`src/rtl/instr_fetch_queue_if.sv`:
```
// ----------------------------------------------------------------------------
// instr_fetch_queue_if
//   Bundles the instruction-memory request port, the redirect input and the
//   decode-side valid/ready port of the fetch queue.
//   master : the fetch queue itself (drives imem_req/addr and inst_*)
//   slave  : the environment (memory, PC-select logic, decode)
//   Signals:
//     imem_req/imem_addr      request and its word address (fetch -> mem)
//     imem_ack/imem_rdata     completion and fetched word   (mem -> fetch)
//     redirect/redirect_pc    taken branch/jump pulse and target
//     inst_valid/inst/inst_pc head of queue                 (fetch -> decode)
//     inst_ready              decode accepts the head       (decode -> fetch)
// ----------------------------------------------------------------------------
interface instr_fetch_queue_if;
    logic        imem_req;
    logic [31:0] imem_addr;
    logic        imem_ack;
    logic [31:0] imem_rdata;
    logic        redirect;
    logic [31:0] redirect_pc;
    logic        inst_valid;
    logic [31:0] inst;
    logic [31:0] inst_pc;
    logic        inst_ready;

    modport master (
        output imem_req, imem_addr, inst_valid, inst, inst_pc,
        input  imem_ack, imem_rdata, redirect, redirect_pc, inst_ready
    );

    modport slave (
        input  imem_req, imem_addr, inst_valid, inst, inst_pc,
        output imem_ack, imem_rdata, redirect, redirect_pc, inst_ready
    );
endinterface

```
`src/rtl/instr_fetch_queue.sv`:
```
// ----------------------------------------------------------------------------
// instr_fetch_queue
//   Prefetching fetch stage. Issues sequential word fetches over a req/ack
//   memory port (at most one outstanding), buffers {inst, pc} in a DEPTH-entry
//   circular FIFO and presents the head to decode with valid/ready. A redirect
//   flushes the queue and restarts fetching at the new target; a request that
//   is still in flight at that moment is drained and its data dropped.
//   Ports:
//     clk          clock, rising edge
//     rst          asynchronous reset, active low
//     bus          instr_fetch_queue_if.master (imem_*, redirect*, inst_*)
//     stat_fetched (FETCH_STATS_EN only) number of instructions popped
//     stat_flushed (FETCH_STATS_EN only) number of fetched words thrown away
//   Build option: define FETCH_STATS_EN to add the two statistics counters.
// ----------------------------------------------------------------------------
module instr_fetch_queue #(
    parameter int          DEPTH    = 4,
    parameter logic [31:0] RESET_PC = 32'h0
) (
    input  logic                  clk,
    input  logic                  rst,
    instr_fetch_queue_if.master   bus
`ifdef FETCH_STATS_EN
    ,
    output logic [31:0]           stat_fetched,
    output logic [31:0]           stat_flushed
`endif
);
    localparam int PW = $clog2(DEPTH);
    localparam int CW = PW + 1;
    localparam logic [CW-1:0] DEPTH_C = CW'(DEPTH);

    typedef enum logic [1:0] {IDLE, REQ, DISCARD} state_e;

    state_e               state_q, state_d;
    logic [31:0]          fetch_pc_q, fetch_pc_d;
    logic [31:0]          addr_q, addr_d;
    logic                 req_q, req_d;
    logic [PW-1:0]        wr_ptr_q, wr_ptr_d, rd_ptr_q, rd_ptr_d;
    logic [CW-1:0]        count_q, count_d, count_nxt;
    logic [DEPTH-1:0][31:0] inst_mem_q, pc_mem_q;

    logic        ack, push, pop, head_vld;
    logic [31:0] redir_pc, pc_inc;
    logic        unused_redir_lsb;

    assign unused_redir_lsb = ^bus.redirect_pc[1:0];

    // ack only means something while our request is actually out
    assign ack      = bus.imem_ack & req_q;
    assign head_vld = (count_q != '0);
    // a pop coinciding with a redirect is ignored: the FIFO is cleared anyway
    assign pop      = head_vld & bus.inst_ready & ~bus.redirect;
    assign push     = (state_q == REQ) & ack & ~bus.redirect;
    assign redir_pc = {bus.redirect_pc[31:2], 2'b00};
    assign pc_inc   = fetch_pc_q + 32'd4;

    // occupancy after this cycle's push/pop, ignoring redirect
    assign count_nxt = count_q + CW'(push) - CW'(pop);

    always_comb begin
        state_d    = state_q;
        fetch_pc_d = fetch_pc_q;
        addr_d     = addr_q;
        count_d    = count_nxt;
        wr_ptr_d   = wr_ptr_q + PW'(push);
        rd_ptr_d   = rd_ptr_q + PW'(pop);

        unique case (state_q)
            IDLE: begin
                if (count_q < DEPTH_C) begin
                    state_d = REQ;
                    addr_d  = fetch_pc_q;
                end
            end
            REQ: begin
                if (ack) begin
                    fetch_pc_d = pc_inc;
                    // only launch the next fetch if its word is sure to fit
                    if (count_nxt < DEPTH_C) addr_d = pc_inc;
                    else                     state_d = IDLE;
                end
            end
            DISCARD: begin
                if (ack) begin
                    state_d = REQ;
                    addr_d  = fetch_pc_q;
                end
            end
            default: state_d = IDLE;
        endcase

        if (bus.redirect) begin
            fetch_pc_d = redir_pc;
            count_d    = '0;
            wr_ptr_d   = '0;
            rd_ptr_d   = '0;
            // an unanswered request must be drained before refetching;
            // the old address stays on the bus until its ack
            if (state_q != IDLE && !ack) begin
                state_d = DISCARD;
                addr_d  = addr_q;
            end else begin
                state_d = REQ;
                addr_d  = redir_pc;
            end
        end

        req_d = (state_d != IDLE);
    end

    always_ff @(posedge clk or negedge rst) begin
        if (!rst) begin
            state_q    <= IDLE;
            fetch_pc_q <= RESET_PC;
            addr_q     <= RESET_PC;
            req_q      <= 1'b0;
            wr_ptr_q   <= '0;
            rd_ptr_q   <= '0;
            count_q    <= '0;
        end else begin
            state_q    <= state_d;
            fetch_pc_q <= fetch_pc_d;
            addr_q     <= addr_d;
            req_q      <= req_d;
            wr_ptr_q   <= wr_ptr_d;
            rd_ptr_q   <= rd_ptr_d;
            count_q    <= count_d;
        end
    end

    // storage needs no reset: the head is gated by count
    always_ff @(posedge clk) begin
        if (push) begin
            inst_mem_q[wr_ptr_q] <= bus.imem_rdata;
            pc_mem_q[wr_ptr_q]   <= addr_q;
        end
    end

    assign bus.imem_req   = req_q;
    assign bus.imem_addr  = addr_q;
    assign bus.inst_valid = head_vld;
    assign bus.inst       = head_vld ? inst_mem_q[rd_ptr_q] : 32'h0;
    assign bus.inst_pc    = head_vld ? pc_mem_q[rd_ptr_q]   : 32'h0;

`ifdef FETCH_STATS_EN
    logic [31:0] fetched_q, flushed_q, flush_inc;

    always_comb begin
        flush_inc = 32'h0;
        if (bus.redirect)
            // queued words plus a word arriving in the same cycle
            flush_inc = {{(32-CW){1'b0}}, count_q} + {31'h0, ack};
        else if (state_q == DISCARD && ack)
            flush_inc = 32'd1;
    end

    always_ff @(posedge clk or negedge rst) begin
        if (!rst) begin
            fetched_q <= 32'h0;
            flushed_q <= 32'h0;
        end else begin
            fetched_q <= fetched_q + {31'h0, pop};
            flushed_q <= flushed_q + flush_inc;
        end
    end

    assign stat_fetched = fetched_q;
    assign stat_flushed = flushed_q;
`endif
endmodule

```
`src/flat_wrapper.sv`:
```
// flat-port wrapper written by rule: the top's interface ports become plain ports
module instr_fetch_queue_flat 
#(
    parameter int          DEPTH    = 4,
    parameter logic [31:0] RESET_PC = 32'h0
)
  (clk, rst, bus_imem_req, bus_imem_addr, bus_inst_valid, bus_inst, bus_inst_pc, bus_imem_ack, bus_imem_rdata, bus_redirect, bus_redirect_pc, bus_inst_ready);
  instr_fetch_queue_if bus_i ();
  input  logic clk;
  input  logic rst;
  output wire logic [$bits(bus_i.imem_req)-1:0] bus_imem_req;
  output wire logic [$bits(bus_i.imem_addr)-1:0] bus_imem_addr;
  output wire logic [$bits(bus_i.inst_valid)-1:0] bus_inst_valid;
  output wire logic [$bits(bus_i.inst)-1:0] bus_inst;
  output wire logic [$bits(bus_i.inst_pc)-1:0] bus_inst_pc;
  input wire logic [$bits(bus_i.imem_ack)-1:0] bus_imem_ack;
  input wire logic [$bits(bus_i.imem_rdata)-1:0] bus_imem_rdata;
  input wire logic [$bits(bus_i.redirect)-1:0] bus_redirect;
  input wire logic [$bits(bus_i.redirect_pc)-1:0] bus_redirect_pc;
  input wire logic [$bits(bus_i.inst_ready)-1:0] bus_inst_ready;
  assign bus_imem_req = bus_i.imem_req;
  assign bus_imem_addr = bus_i.imem_addr;
  assign bus_inst_valid = bus_i.inst_valid;
  assign bus_inst = bus_i.inst;
  assign bus_inst_pc = bus_i.inst_pc;
  assign bus_i.imem_ack = bus_imem_ack;
  assign bus_i.imem_rdata = bus_imem_rdata;
  assign bus_i.redirect = bus_redirect;
  assign bus_i.redirect_pc = bus_redirect_pc;
  assign bus_i.inst_ready = bus_inst_ready;
  instr_fetch_queue #(.DEPTH(DEPTH), .RESET_PC(RESET_PC)) u_core (.clk(clk), .rst(rst), .bus(bus_i));
endmodule
```
`config.mk`:
```
export PLATFORM = sky130hd
export DESIGN_NAME = instr_fetch_queue_flat
export DESIGN_NICKNAME = d
export VERILOG_FILES = /design/src/rtl/instr_fetch_queue_if.sv /design/src/rtl/instr_fetch_queue.sv /design/src/flat_wrapper.sv
export SDC_FILE = /design/constraint.sdc
export NUM_CORES = 1
export LEC_CHECK = 0
export ABC_AREA = 1
export CAP_MARGIN = 15
export CORE_MARGIN = 2
export CORE_UTILIZATION = 56
export DETAILED_ROUTE_END_ITERATION = 10
export GPL_TIMING_DRIVEN = 0
export PLACE_DENSITY = 0.81
export SLEW_MARGIN = 20
export SYNTH_ARGS = -nofsm -noshare
export SYNTH_HDL_FRONTEND = slang
export SYNTH_SLANG_ARGS = --single-unit
export TNS_END_PERCENT = 20
```
`constraint.sdc`:
```
create_clock -name clk -period 6.8 [get_ports clk]
set_input_delay 1.7 -clock clk [delete_from_list [all_inputs] [get_ports clk]]
set_output_delay 1.7 -clock clk [all_outputs]
set_load 0.1 [all_outputs]
```
==> impl_results.md, run 1 <==
- Final #Nets: 1722
- Async set-reset flop share out of synthesis: 0.220
- Fmax: 187 MHz
- Most common cell after layout, fill and taps aside: nor2_1
- Chip width: 164 um
- Worst R2R Start: u_core.count_q[1]
- Reg2Reg Depth: 16
- Outcome: completed
- Die height: 164 um
- Register area share after synthesis: 0.653
- Hold_buf cts: 0
- First-pass GRT wire length: 58000 um
- Worst-path cell chain: buf_2 > inv_2 > buf_2 > clkbuf_1 > o21ai_0 > a21oi_1 > clkdlybuf4s50_1
- CP Capture Type: output port
- Wirelength per Cell: 18.8 um
- N_diodes: 0
- Worst hold path class: flop to flop
- 1st-iter DRT viols: 1234
- Post-synth top area cell: edfxtp_1
- Mapped Cells: 1419
- Final wirelength: 37700 um
- GRT Residual Overflow: 0
- Max-Slew Margin vs Limit: 0.280
- Pre-antenna DRT Iters: 6
- Vias: 11186
- CP Buf/Inv Count: 5
- Synth Cell Area: 14300 sq um
- Avg Synthesized Cell Area: 10.1 sq um
- Vias in the first global route: 10937
- RSZ-0062 raised after global routing: no
- Final min period: 5340 ps
- Required time worst endpoint: 5100 ps
- Post-CTS sizing: 0
- Routability cong.: 0.929
- Clk slew on worst S/H paths: 60 ps
- Min-delay src: u_core.wr_ptr_q[1]
- Final Hold Vio Count: 0
- Total global routing track utilization: 0.283
- Crit path max fanout: 10
- Unique masters post-synth: 36
- Most frequent cells in the layout: nor2_1 (358), edfxtp_1 (252), nand2_1 (223)
- Root Driver: clkbuf_16
- Most Frequent Cell on Critical Path: buf_2
- Via/cell ratio: 5.59
- IO Port Bufs: 164
- Post-Route Setup TNS: 0 ps
- Reg-to-reg endpoint: u_core.bus.imem_addr[22]
- Site Rows: 58
- Synth top area cells: edfxtp_1 (53%), dfrtp_1 (12%), nor2_1 (9.4%)
- Number of synthesized flops with an enable pin: 252
- H-Tree Depth: 1
- Post-synth net total: 1494
- Clock skew after layout: 8.35 ps
- Tcrit/Tclk final: 0.786
- Clk sinks: 323
- Max Root-Sink Buffers: 3
- Hold depth: 1
- CTS tree: yes
- Top cell type's share of synthesized area: 0.529
- Reg2reg setup slack: 3280 ps
- Area growth, synth to finish: 23.5%
- Hold Path End: u_core.wr_ptr_q[1]
- Total setup buffers inserted after CTS: 0
- CP Data Arrival Time: 3640 ps
- Synth Register Bits: 323
- CORE AREA: 25100 sq um
- DRC errors left: 0
- Post-route ant nets: 0
- Detailed placement HPWL: 26600 um
- Yosys Warn Count: 0
- Worst-margin pin slew: 1080 ps
- Crit Path Class: flop to output port
- Cts bufs inserted: 31
- Final Setup Violations: 0
- Main synth FF type: edfxtp_1
- CP max stage cell: clkdlybuf4s50_1
- Die area: 26900 sq um
- Critical path's top delay family: buffers and inverters
- Ports: 167
- Layout cell share with drive strength beyond 1: 0.0975
- Type of origin of the critical path: flop
- Initial antenna violation count: 0
- Fill cells: 1822
- Starting Density: 0.570
- Later-pin clock latency in the skew report: 570 ps
- Worst stage delay on the critical path: 1170 ps
- Largest net degree at the start of global routing: 49
- Max Cap Viol: 0
- Pins over their slew limit: 0
- Final hold slack: 561 ps
layout make-up:
cell class	count	area, sq um	share of cell area
Sequential cell	323	9340	0.528
Multi-Input combinational cell	960	4390	0.248
Timing Repair Buffer	195	1910	0.108
Clock buffer	42	851	0.0481
Tap cell	330	413	0.0233
Buffer	75	364	0.0206
Inverter	61	236	0.0134
Clock inverter	16	178	0.0100
through the flow:
stage | setup slack (ps) | cells | util | area, sq um
2_1_floorplan | -198 | 1419 | - | 14300
3_3_place_gp | -3830 | 1913 | 0.652 | 16400
3_5_place_dp | 1720 | 1944 | 0.663 | 16700
4_1_cts | 1480 | 2002 | 0.704 | 17700
5_1_grt | 1350 | 2002 | 0.704 | 17700
6_report | 1460 | 2002 | 0.704 | 17700
routing by layer:
layer / global-route usage / routed length (um)
met1: 0.373 / 14800
met2: 0.478 / 18300
met3: 0.0381 / 2960
met4: 0.115 / 1660
met5: 0 / 0
cells in the mapped netlist (2+ instances only):
library cell	count
nor2_1	358
edfxtp_1	252
nand2_1	223
o21ai_0	155
a21oi_1	106
dfrtp_1	71
inv_1	53
clkbuf_1	32
nand3_1	31
buf_2	20
a21oi_2	14
buf_1	14
a31oi_1	13
nor2_4	12
xor2_1	9
nor2_2	7
inv_2	6
nand2_2	6
buf_4	5
ha_1	5
nor3_1	5
o21ai_1	5
buf_6	3
nand4_1	2
worst max-delay path by stage:
stage	from	slack (ps)	cells after the start	end
floorplan	bus_imem_ack	-200	4	u_core.inst_mem_q[0]
global placement	bus_redirect	-3830	6	u_core.inst_mem_q[8]
detailed placement	bus_redirect	1720	18	u_core.bus.imem_addr[23]
CTS	u_core.rd_ptr_q[0]	1480	7	bus_inst[12]
global route	u_core.count_q[1]	1350	5	bus_inst[7]
finish	u_core.rd_ptr_q[0]	1460	7	bus_inst[12]
logic make-up after synthesis:
| kind of cell | after synthesis | synth area share |
|---|---|---|
| buffers and inverters | 136 | 0.0419 |
| AO/OA/AOI/OAI | 298 | 0.111 |
| AND/OR/NAND/NOR | 646 | 0.183 |
| XOR/XNOR | 10 | 0.00612 |
| adder cells (fa/ha/maj) | 6 | 0.00577 |
| flip-flops | 323 | 0.653 |
sequential cells by signal (all words and copies together), names as in the netlist:
register,count
u_core.count_q,3
u_core.bus.imem_req,1
u_core.inst_mem_q,128
u_core.fetch_pc_q,30
u_core.pc_mem_q,124
u_core.wr_ptr_q,2
u_core.rd_ptr_q,2
u_core.state_q,2
u_core.bus.imem_addr,31
worst reg2reg max path, stage by stage (launching register included):
cell and delay [ps]:
dfrtp_1 430, nor3_1 430, clkbuf_1 590, nor2_1 220
ha_1 320, inv_1 50, ha_1 130, inv_1 50
fa_1 380, nand3_1 120, nand3_1 100, nand2_2 110
nand2_8 100, inv_8 100, buf_12 170, nor2_4 50
a21oi_2 100
Power of run 1 is not shown: default switching activity piles up to over one toggle a cycle in this logic, so the estimate is an artifact.
==> run 2, diff against run 1 <==
--- a/config.mk
+++ b/config.mk
@@ -8,10 +8,10 @@
 export ABC_AREA = 1
 export CAP_MARGIN = 15
 export CORE_MARGIN = 2
-export CORE_UTILIZATION = 56
+export CORE_UTILIZATION = 51
 export DETAILED_ROUTE_END_ITERATION = 10
 export GPL_TIMING_DRIVEN = 0
-export PLACE_DENSITY = 0.81
+export PLACE_DENSITY = 0.78
 export SLEW_MARGIN = 20
 export SYNTH_ARGS = -nofsm -noshare
 export SYNTH_HDL_FRONTEND = slang
==> constraint.sdc (replaced) <==
create_clock -name clk -period 4.6 [get_ports clk]
set_input_delay 1.15 -clock clk [delete_from_list [all_inputs] [get_ports clk]]
set_output_delay 1.15 -clock clk [all_outputs]
set_load 0.1 [all_outputs]
==> run 2 against run 1 <==
Clock skew grew 5.0 ps; worst hold slack worse by 41 ps; non-clock buffer count shrank 1; largest cell class unchanged.
==> impl_results.md, run 2 (same netlist as run 1, synthesis figures left out) <==
- Clk slew on worst S/H paths: 70 ps (about the same)
- GRT Residual Overflow: 0 (unchanged)
- Clk sinks: 323 (unchanged)
- Worst-path cell chain: buf_2 > inv_2 > buf_2 > clkbuf_1 > o21ai_0 > a21oi_1 > dlygate4sd2_1
- Initial antenna violation count: 0 (unchanged)
- Cts bufs inserted: 34 (+9.7%)
- Max-Slew Margin vs Limit: 0.290 (+0.00904)
- Post-route ant nets: 0 (unchanged)
- Multi-input gate area: 4390 sq um (unchanged)
- Max Root-Sink Buffers: 3 (unchanged)
- Clock skew after layout: 13.4 ps (+5.01 ps)
- Final Setup Violations: 0 (unchanged)
- Worst R2R Start: u_core.count_q[1]
- Fmax: 222 MHz
- First-pass GRT wire length: 58600 um (+0.96%)
- Ports: 167 (unchanged)
- CTS tree: yes
- Later-pin clock latency in the skew report: 510 ps (-60 ps)
- Total area of sequential cells: 9340 sq um (unchanged)
- Crit path depth: 7 (unchanged)
- Largest register FFs: 128 (unchanged)
- Via/cell ratio: 5.40 (-3.3%)
- Pins over their slew limit: 0 (unchanged)
- Worst stage delay on the critical path: 890 ps (-280 ps)
- Final #Nets: 1724 (+0.12%)
- Detailed placement HPWL: 26800 um (+0.93%)
- Most Frequent Cell on Critical Path: buf_2
- Vias in the first global route: 10664 (-2.5%)
- 1st-iter DRT viols: 1221 (-1.1%)
- CP max stage cell: dlygate4sd2_1
- Type of origin of the critical path: flop
- Routability cong.: 0.971 (+4.5%)
- Critical Path Sink: bus_inst_pc[24]
- Final Hold Vio Count: 0 (unchanged)
- Reg2Reg Depth: 15 (-1)
- Final Util: 0.640 (-0.0642)
- Chip width: 172 um (+4.7%)
- Starting Density: 0.517 (-0.0534)
- CP Capture Type: output port
- Setup crit start: u_core.rd_ptr_q[0]
- Worst-margin pin slew: 1060 ps (-13.5 ps)
- Reg2reg setup slack: 1000 ps (-2280 ps)
- RSZ-0062 raised after global routing: yes
- Required time worst endpoint: 3450 ps (-1650 ps)
- Outcome: completed
- Most common cell after layout, fill and taps aside: nor2_1
- Crit path max fanout: 10 (unchanged)
- Pre-antenna DRT Iters: 5 (-1)
- Max Cap Viol: 0 (unchanged)
- Largest net degree at the start of global routing: 53 (+8.2%)
- Most frequent cells in the layout: nor2_1 (358), edfxtp_1 (252), nand2_1 (223)
- IO Port Bufs: 164 (unchanged)
- Critical path's top delay family: buffers and inverters
- Final min period: 4510 ps
- Worst hold path class: input port to asynchronous set/reset pin
- Vias: 11093 (-0.83%)
- N_diodes: 0 (unchanged)
- Total global routing track utilization: 0.262 (-0.0213)
- CP Data Arrival Time: 3360 ps (-280 ps)
- Area growth, synth to finish: 23.9%
- Final wirelength: 38200 um (+1.5%)
- Fill cells: 2216 (+22%)
- Reg with most FFs: u_core.inst_mem_q
- Die height: 172 um (+4.7%)
- CORE AREA: 27700 sq um (+10%)
- Crit Path Class: flop to output port
- DRC errors left: 0 (unchanged)
- Root Driver: clkbuf_16
- Site Rows: 61 (+5.2%)
- Wirelength per Cell: 18.6 um (-1.0%)
- CP Buf/Inv Count: 5 (unchanged)
- Reg-to-reg endpoint: u_core.bus.imem_addr[25]
- Tcrit/Tclk final: 0.979
- H-Tree Depth: 2 (+1)
- Die area: 29400 sq um (+9.6%)
- Layout cell share with drive strength beyond 1: 0.0997 (+0.00221)
==> run 2: cell types whose count changed in the layout (fill, tap and decap cells not counted), moves of 3 or more <==
cell             before  now
clkinvlp_4            0    5
clkdlybuf4s50_1     163  102
dlymetal6s2s_1        0    5
clkbuf_16            31   35
dlygate4sd2_1         0   54
clkbuf_8              3    0
==> run 2: how the worst min path moves through the flow <==
stage,endpoint,from,depth (start not counted),slack (ps)
5_1_grt,u_core.fetch_pc_q[28],rst,1,540
3_3_place_gp,u_core.wr_ptr_q[1],u_core.wr_ptr_q[1],1,500
2_1_floorplan,u_core.wr_ptr_q[1],u_core.wr_ptr_q[1],1,480
3_5_place_dp,u_core.fetch_pc_q[31],u_core.fetch_pc_q[31],2,550
6_report,u_core.fetch_pc_q[24],rst,1,520
4_1_cts,u_core.fetch_pc_q[29],rst,1,520
==> run 2: per-layer routing <==
| layer | vias to the layer above | part of all wire | global-route usage |
|---|---|---|---|
| met5 | - | 0 | 0 |
| met4 | 0 | 0.030 | 0.0884 |
| met3 | 70 | 0.070 | 0.0331 |
| met2 | 493 | 0.49 | 0.443 |
| met1 | 5266 | 0.41 | 0.352 |
| li1 | 5264 | - | - |
==> run 2: layout make-up <==
type,count,area share
multi-input cells,960,0.248
well taps,378,0.0267
clock buffers,44,0.0513
inverters,61,0.0133
plain buffers,75,0.0205
repair buffers,194,0.103
flip-flops and latches,323,0.527
clock inverters,18,0.0102
==> run 2: metrics by stage <==
stage | std cells | instance area (sq um) | hold slack (ps) | setup TNS [ps] | worst slack, ps
after detailed placement | 1991 | 16700 | 548 | -394 | -75.1
after floorplan | 1419 | 14300 | 479 | -465680 | -1850
after CTS | 2053 | 17700 | 517 | 0 | 6.78
after global routing | 2053 | 17700 | 542 | -20.8 | -20.8
after global placement | 1961 | 16400 | 496 | -1366560 | -5470
final | 2053 | 17700 | 520 | 0 | 94.4
==> run 2: repair_timing <==
item,in CTS,in global routing
resized for setup,56,6
buffers inserted,0,0
endpoints found under the setup margin,56,7
hold buffers,0,0
==> run 2: worst reg2reg max path: stages, from the launching register on <==
cell      delay (ps)
dfrtp_1          420
nor3_1           450
clkbuf_1         550
nor2_1           210
ha_1             320
inv_1             50
ha_1             130
inv_1             50
fa_1             390
nand3_1          120
nand3_1           90
nand2_2          110
nand2_8          120
buf_6            190
nor2_1           200
a21oi_2           80
Power of run 2 is left out for the same reason.
==> run 3, diff against run 2 <==
--- a/config.mk
+++ b/config.mk
@@ -12,8 +12,8 @@
 export DETAILED_ROUTE_END_ITERATION = 10
 export GPL_TIMING_DRIVEN = 0
 export PLACE_DENSITY = 0.78
+export SKIP_LAST_GASP = 1
 export SLEW_MARGIN = 20
 export SYNTH_ARGS = -nofsm -noshare
 export SYNTH_HDL_FRONTEND = slang
 export SYNTH_SLANG_ARGS = --single-unit
-export TNS_END_PERCENT = 20
==> run 3 against run 2 <==
Fmax is 0.89% higher; die area stayed put; cell area hardly changed; count of clock-buffer cells in the layout stayed put; core utilization hardly changed; via count hardly changed; worst setup slack better by 40 ps; highest routed layer unchanged; critical path depth is 1 lower; global-route usage stayed put; clock skew hardly changed; register-to-register slack hardly changed.
==> impl_results.md, run 3 (same netlist as run 1, synthesis figures left out) <==
- CORE AREA: 27700 sq um (unchanged)
- Reg-to-reg endpoint: u_core.bus.imem_addr[25]
- Detailed placement HPWL: 26800 um (unchanged)
- Multi-input gate area: 4390 sq um (unchanged)
- Die area: 29400 sq um (unchanged)
- Crit Path Class: flop to output port
- Chip width: 172 um (unchanged)
- Final hold slack: 520 ps (-0.119 ps)
- Max Cap Viol: 0 (unchanged)
- Met2 Track Usage GR: 0.443 (unchanged)
- Crit path max fanout: 10 (unchanged)
- Max Root-Sink Buffers: 3 (unchanged)
- Largest net degree at the start of global routing: 53 (unchanged)
- Final wirelength: 38200 um (about the same)
- Vias: 11092 (-0.0090%)
- Final min period: 4470 ps (-39.7 ps)
- Largest register FFs: 128 (unchanged)
- Ports: 167 (unchanged)
- GRT Residual Overflow: 0 (unchanged)
- Via/cell ratio: 5.40 (about the same)
- Cts bufs inserted: 34 (unchanged)
- Worst-margin pin slew: 1060 ps (+0.0720 ps)
- Clk slew on worst S/H paths: 70 ps (about the same)
- Hold_buf cts: 0 (unchanged)
- Post-route ant nets: 0 (unchanged)
- Area growth, synth to finish: 23.9% (about the same)
- Root Driver: clkbuf_16
- Worst R2R Start: u_core.count_q[1]
- Fill cells: 2216 (unchanged)
- Die height: 172 um (unchanged)
- Pins over their slew limit: 0 (unchanged)
- Worst hold path class: input port to asynchronous set/reset pin
- Reg2reg setup slack: 1000 ps (about the same)
- Vias in the first global route: 10664 (unchanged)
- Clk sinks: 323 (unchanged)
- Most frequent cells in the layout: nor2_1 (358), edfxtp_1 (252), nand2_1 (223)
- IO Port Bufs: 164 (unchanged)
- Layout cell share with drive strength beyond 1: 0.0997 (unchanged)
- GRT met3 Usage: 0.0331 (unchanged)
- CP Data Arrival Time: 3320 ps (-40 ps)
- Reg with most FFs: u_core.inst_mem_q
- Site Rows: 61 (unchanged)
- Final Hold Vio Count: 0 (unchanged)
- Total area of sequential cells: 9340 sq um (unchanged)
- Reg2Reg Depth: 15 (unchanged)
- Initial antenna violation count: 0 (unchanged)
- Tcrit/Tclk final: 0.971 (-0.00863)
- Routability cong.: 0.971 (unchanged)
- Clock skew after layout: 13.4 ps (+0.0756 ps)
- Required time worst endpoint: 3450 ps (about the same)
- First-pass GRT wire length: 58600 um (unchanged)
- Met1 GRT Util: 0.352 (unchanged)
- Total global routing track utilization: 0.262 (unchanged)
- Max-Slew Margin vs Limit: 0.289 (about the same)
- 1st-iter DRT viols: 1214 (-0.57%)
- Wirelength per Cell: 18.6 um (about the same)
- Later-pin clock latency in the skew report: 520 ps (about the same)
- Starting Density: 0.517 (unchanged)
- Final #Nets: 1724 (unchanged)
- RSZ-0062 raised after global routing: no
- Gr busiest metal: met2
- Fmax: 224 MHz (+0.89%)
- Pre-antenna DRT Iters: 5 (unchanged)
- Final Setup Violations: 0 (unchanged)
- DRC errors left: 0 (unchanged)
- Post-Route Setup TNS: 0 ps (unchanged)
- N_diodes: 0 (unchanged)
- Type of origin of the critical path: flop
- CTS tree: yes
- Outcome: completed
- CP Capture Type: output port
- Most common cell after layout, fill and taps aside: nor2_1
- H-Tree Depth: 2 (unchanged)
-- run 3: what timing repair did --
item,4_1_cts,5_1_grt
gates resized for setup,56,8
setup endpoints to repair,56,7
hold endpoints to repair,0,0
buffers inserted,0,0
-- run 3: worst max-delay path by stage --
stage	startpoint	endpoint	slack (ps)
finish	u_core.rd_ptr_q[0]	bus_inst_pc[31]	130
CTS	u_core.rd_ptr_q[0]	bus_inst[30]	7
global route	u_core.count_q[1]	bus_inst[8]	7
floorplan	bus_imem_ack	u_core.inst_mem_q[0]	-1850
global placement	bus_redirect	u_core.inst_mem_q[103]	-5470
detailed placement	bus_redirect	u_core.bus.imem_addr[25]	-80
-- run 3: critical path, cell delays in order, from the launching register on --
cell and delay, ps:
dfrtp_1 380, buf_2 210, inv_2 200, clkbuf_1 420
o21ai_0 160, a21oi_1 240, clkdlybuf4s50_1 1180
-- run 3: per-layer routing --
| metal | share of wire | routed length, um | vias to the layer above |
|---|---|---|---|
| li1 | - | - | 5266 |
| met5 | 0 | 0 | - |
| met1 | 0.41 | 15800 | 5274 |
| met2 | 0.49 | 18800 | 486 |
| met3 | 0.067 | 2550 | 66 |
| met4 | 0.029 | 1110 | 0 |
-- run 3: final cells by class --
class,count,area share
Buffer,75,0.0205
Clock buffer,44,0.0513
Clock inverter,18,0.0102
Inverter,61,0.0133
Multi-Input combinational cell,960,0.248
Sequential cell,323,0.527
Tap cell,378,0.0267
Timing Repair Buffer,194,0.103
-- run 3: per-stage QoR --
stage                      util  cell area [sq um]  setup slack (ps)  instances
after detailed placement  0.603              16700             -75.1       1991
after floorplan               -              14300             -1850       1419
final                     0.640              17700               134       2053
after global placement    0.593              16400             -5470       1961
after CTS                 0.640              17700              6.78       2053
after global routing      0.640              17700              6.72       2053
Power of run 3 is left out for the same reason.
